**src/rtl/adc_data_lane_align.sv**
```systemverilog
// ADC LVDS data-lane stage: bitslip fan-out, test-pattern lock,
// registered sample delivery and per-lane error statistics.
module adc_data_lane_align #(
  parameter int          AdcBits      = 14,
  parameter int          Lanes        = 2,
  parameter logic [15:0] TestPattern  = 16'h2A5A,
  parameter int          SettleCycles = 8,
  parameter int          LockCycles   = 64
) (
  input  logic                     DatClkDiv,
  input  logic                     DatRst,
  input  logic                     FrmBitslip,
  input  logic                     FrmAlignDone,
  input  logic                     DatPatMode,
  input  logic [Lanes*AdcBits-1:0] DatLaneIn,
  output logic [Lanes-1:0]         DatBitslip,
  output logic [Lanes*AdcBits-1:0] DatSample,
  output logic                     DatValid,
  output logic                     DatLocked,
  output logic [Lanes-1:0]         DatErr,
  output logic [15:0]              DatErrCnt
);

  typedef enum logic [1:0] {
    Idle,
    Settle,
    Check,
    Run
  } state_t;

  localparam logic [AdcBits-1:0] Pat = TestPattern[AdcBits-1:0];
  localparam logic [7:0]  SettleLast = 8'(SettleCycles - 1);
  localparam logic [15:0] LockLast   = 16'(LockCycles - 1);

  state_t      state;
  state_t      stateNext;
  logic [7:0]  settleCnt;
  logic [7:0]  settleCntNext;
  logic [15:0] matchCnt;
  logic [15:0] matchCntNext;
  logic [Lanes-1:0] laneMiss;
  logic        allMatch;
  logic        abort;
  logic        errUpd;
  logic        errClr;
  logic        cntUpd;

  // Data lanes slip in the same cycle as the frame lane
  assign DatBitslip = DatRst ? '0 : {Lanes{FrmBitslip}};

  assign DatLocked = (state == Run);
  assign DatValid  = (state == Run);

  // Per-lane comparison against the ADC test pattern
  always_comb begin
    laneMiss = '0;
    for (int k = 0; k < Lanes; k++) begin
      laneMiss[k] = (DatLaneIn[k*AdcBits +: AdcBits] != Pat);
    end
  end

  assign allMatch = ~|laneMiss;

  // Next-state, counter and error-accounting decode
  always_comb begin
    stateNext     = state;
    settleCntNext = settleCnt;
    matchCntNext  = matchCnt;
    errUpd        = 1'b0;
    errClr        = 1'b0;
    cntUpd        = 1'b0;
    abort = (state != Idle) && (!FrmAlignDone || FrmBitslip);
    if (abort) begin
      stateNext     = Idle;
      settleCntNext = '0;
      matchCntNext  = '0;
    end else begin
      unique case (state)
        Idle: begin
          if (FrmAlignDone) begin
            stateNext     = Settle;
            settleCntNext = '0;
            errClr        = 1'b1;
          end
        end
        Settle: begin
          if (settleCnt == SettleLast) begin
            settleCntNext = '0;
            matchCntNext  = '0;
            stateNext     = DatPatMode ? Check : Run;
          end else begin
            settleCntNext = settleCnt + 8'd1;
          end
        end
        Check: begin
          if (!DatPatMode) begin
            stateNext    = Run;
            matchCntNext = '0;
          end else if (allMatch) begin
            if (matchCnt == LockLast) begin
              stateNext    = Run;
              matchCntNext = '0;
            end else begin
              matchCntNext = matchCnt + 16'd1;
            end
          end else begin
            matchCntNext = '0;
            errUpd       = 1'b1;
          end
        end
        Run: begin
          if (DatPatMode && !allMatch) begin
            errUpd = 1'b1;
            cntUpd = 1'b1;
          end
        end
        default: stateNext = Idle;
      endcase
    end
  end

  // State and lock counters
  always_ff @(posedge DatClkDiv) begin
    if (DatRst) begin
      state     <= Idle;
      settleCnt <= '0;
      matchCnt  <= '0;
    end else begin
      state     <= stateNext;
      settleCnt <= settleCntNext;
      matchCnt  <= matchCntNext;
    end
  end

  // Sticky lane errors and saturating RUN error count
  always_ff @(posedge DatClkDiv) begin
    if (DatRst) begin
      DatErr    <= '0;
      DatErrCnt <= '0;
    end else if (errClr) begin
      DatErr    <= '0;
      DatErrCnt <= '0;
    end else begin
      if (errUpd) begin
        DatErr <= DatErr | laneMiss;
      end
      if (cntUpd && (DatErrCnt != 16'hFFFF)) begin
        DatErrCnt <= DatErrCnt + 16'd1;
      end
    end
  end

  // Capture on every edge that leaves the block in RUN
  always_ff @(posedge DatClkDiv) begin
    if (DatRst) begin
      DatSample <= '0;
    end else if (stateNext == Run) begin
      DatSample <= DatLaneIn;
    end
  end

endmodule

```
**config.mk**
```make
export PLATFORM = sky130hd
export DESIGN_NAME = adc_data_lane_align
export DESIGN_NICKNAME = d
export VERILOG_FILES = /design/src/rtl/adc_data_lane_align.sv
export SDC_FILE = /design/constraint.sdc
export NUM_CORES = 1
export LEC_CHECK = 0
export ABC_AREA = 1
export ABC_CLOCK_PERIOD_IN_PS = 4900
export CORE_ASPECT_RATIO = 2
export CORE_MARGIN = 2
export CORE_UTILIZATION = 55
export DETAILED_ROUTE_END_ITERATION = 6
export GPL_ROUTABILITY_DRIVEN = 0
export GPL_TIMING_DRIVEN = 0
export HOLD_SLACK_MARGIN = 0.12
export PLACE_DENSITY = 0.91
export SETUP_SLACK_MARGIN = 0.15
export SLEW_MARGIN = 20
export SYNTH_ARGS = -nofsm -noshare
export SYNTH_HDL_FRONTEND = slang
export SYNTH_SLANG_ARGS = --single-unit
```
**constraint.sdc**
```tcl
create_clock -name DatClkDiv -period 4.9 [get_ports DatClkDiv]
set_input_delay 0.735 -clock DatClkDiv [delete_from_list [all_inputs] [get_ports DatClkDiv]]
set_output_delay 0.735 -clock DatClkDiv [all_outputs]
set_load 0.02 [all_outputs]
```
==> impl_metrics.tcl <==
set metrics [dict create \
    status "completed" \
    clk_latency_ns 0.34 \
    period_share_pct 59.34 \
    min_period_ns 2.908 \
    drt_iter0_drc 536 \
    boundaryPins 83 \
    required_ns 4.16 \
    dieArea_um2 7766 \
    syn_inst 589 \
    setup.worst_path.end_class "output port" \
    postCtsResizedCells 0 \
    postCtsHoldBufs 0 \
    grt_pass1_vias 4124 \
    grt_max_degree 12 \
    crit_arrival_ns 2.17 \
    startpoint_type "input pin" \
    seq_area_frac_synth_pct 37.23 \
    relSlewSlack_pct 57.80 \
    overflow 0 \
    worstHoldPathType "reg2reg" \
    path_max_fanout 3 \
    setup_tns_ns 0 \
    ant_nets 0 \
    die_w_um 63.33 \
    max-vdd-ir-drop_mv 0.2115 \
    synth_nets 625 \
    holdWs_ns 0.4796 \
    cts_buffers 9 \
    setup_viol 0 \
    syn2layout_area_growth_pct 32.35 \
    synth_top_area_share_pct 37.23 \
    fin_nets 718 \
    max_cap_viol_count 0 \
    yosysTopAreaCell "dfxtp_1" \
    cts_buffer_depth 2 \
    htreeDepth 3 \
    vias_per_cell 5.533 \
    ys_types 35 \
    fin_util_pct 74.40 \
    via_count 4299 \
    drt_pass1_iterations 5 \
    coreArea_um2 6887 \
    fmaxAchievable_mhz 343.9 \
    path_class "in2out" \
    timing.final.ws_setup_ns 1.992 \
    antenna_found_initial 0 \
    wl_per_cell_um 14.49 \
    cts_tree "done" \
    clk_pin_slew_worst_paths_ns 0.05 \
    cts.sinks 72 \
    start_util_pct 56.21 \
    maxSlewViolCount 0 \
    hold_viol 0 \
    layout-drive-gt1-share_pct 7.424 \
    dp_hpwl_um 8105 \
    die_h_um 122.6 \
    grt_pass1_wl_um 18620 \
    groute.usage.overall_pct 30.18 \
    synth_seq_cells 72 \
    leakage_nw 2.006 \
    skew_ns 0.005035 \
    rsz0062_at_grt "no" \
    synth_area_um2 3871 \
    yosys_warnings 0 \
    rows 43 \
    drc 0 \
    post-cts-setup-buffer-count 0 \
    insertedDiodeCount 0 \
    totalWireLength_um 11260 \
    syn_area_per_cell_um2 6.573 \
    portBuffers 82 \
    synth_area_leaders "dfxtp_1 37%, nand2_1 12%, nand3_1 10%, a21oi_1 8.8%, nor2_1 7.6%" \
    root_buffer "clkbuf_16" \
    worst_slew_pin_slew_ns 0.6307 \
    dp_slack_ns 1.992 \
    p_per_area_nw_per_um2 276.5 \
]
[per-stage QoR]
step	std cells	power, mW	instance area [um2]
5_1_grt	777	1.460	5124
4_1_cts	777	1.417	5124
3_5_place_dp	761	0.7347	4805
6_report	777	1.417	5124
3_3_place_gp	761	0.7315	4805
2_1_floorplan	589	0.6816	3871
[power by group]
part / total (mW) / switching (mW) / internal [mW] / leakage (nW)
Sequential: 0.591 / 0.00303 / 0.588 / 0.580
Combinational: 0.136 / 0.0813 / 0.0546 / 1.27
Clock: 0.690 / 0.241 / 0.449 / 0.159
Total: 1.42 / 0.325 / 1.09 / 2.01
[synth_stat cells]
library cell,number
xor2_1,7
nor2_1,78
nand3_1,79
nand3_2,1
nor3_1,6
o21bai_1,1
nor2_2,5
buf_1,2
nor2_4,1
o211a_1,2
nand2_1,126
ha_1,3
xnor2_1,4
o21ai_0,17
nand4_1,4
a211oi_1,1
nor3b_2,1
inv_1,67
nor3_2,2
buf_6,4
o21a_1,1
or2_2,1
nand3b_1,5
nor4_1,1
a221oi_1,1
dfxtp_1,72
inv_2,5
nand2_2,2
clkbuf_1,5
buf_4,10
a21oi_1,68
or2_1,1
buf_2,4
and2_1,1
and3_1,1
[layout make-up]
class	instances	area (um2)
Buffer	25	166.4
Clock buffer	14	284.0
Clock inverter	2	35.03
Fill cell	533	1763
Inverter	72	270.3
Multi-Input combinational cell	420	1993
Sequential cell	72	1441
Tap cell	90	112.6
Timing Repair Buffer	82	820.8
[path summary, 6_finish.rpt]
kind,start,endpoint,slack (ns),cells after the start
setup / recovery,FrmBitslip,DatBitslip[1],1.99,5
hold / removal,DatSample[2],DatSample[2],0.48,2
hold reg to reg,DatSample[2],DatSample[2],0.48,2
setup reg to reg,settleCnt[0],DatSample[25],2.83,10
[worst max-delay path: stages]
cell and delay, ns:
clkdlybuf4s50_1 0.47, inv_1 0.06, nor2_1 0.15, buf_4 0.13
clkdlybuf4s50_1 0.62
[cells in the final DEF, fill, tap and decap left out, types with 2 or more instances in the layout]
master and instances:
dfxtp_1 72, inv_1 67, nand4_1 4, buf_6 4, clkbuf_1 6, xor2_1 7
nor2_2 5, nand3b_1 5, buf_2 4, nor2_1 78, ha_1 3, nand2_2 2
o21ai_0 17, nor3_2 2, buf_1 2, clkdlybuf4s50_1 82, buf_4 10, nand2_1 126
xnor2_1 4, clkbuf_8 4, o211a_1 2, clkbuf_16 9, nor3_1 6, a21oi_1 68
nand3_1 79, inv_2 5
[cell families after synthesis]
| group | count (synthesis) | share of synthesized area, % |
|---|---|---|
| xor gates and xnor gates | 11 | 2.489 |
| DFF | 72 | 37.23 |
| adders and majority gates | 3 | 0.9697 |
| buffers and inverters | 97 | 11.28 |
| AOI/OAI and AO/OA | 91 | 12.31 |
| and+or+nand+nor | 315 | 35.71 |
[per-layer routing]
| layer | up-vias | part of all wire, % | track usage, % |
|---|---|---|---|
| met5 | - | 0 | 0 |
| met4 | 0 | 3.7 | 15.63 |
| met3 | 38 | 6.2 | 6.508 |
| met2 | 197 | 54 | 57.43 |
| met1 | 1978 | 36 | 29.88 |
| li1 | 2086 | - | - |
[sequential cells by signal (all words and copies together) (netlist names)]
register / cells
DatErr: 2
matchCnt: 16
settleCnt: 8
state: 2
DatSample: 28
DatErrCnt: 16
No activity file was read; power rests on OpenSTA's default activity.
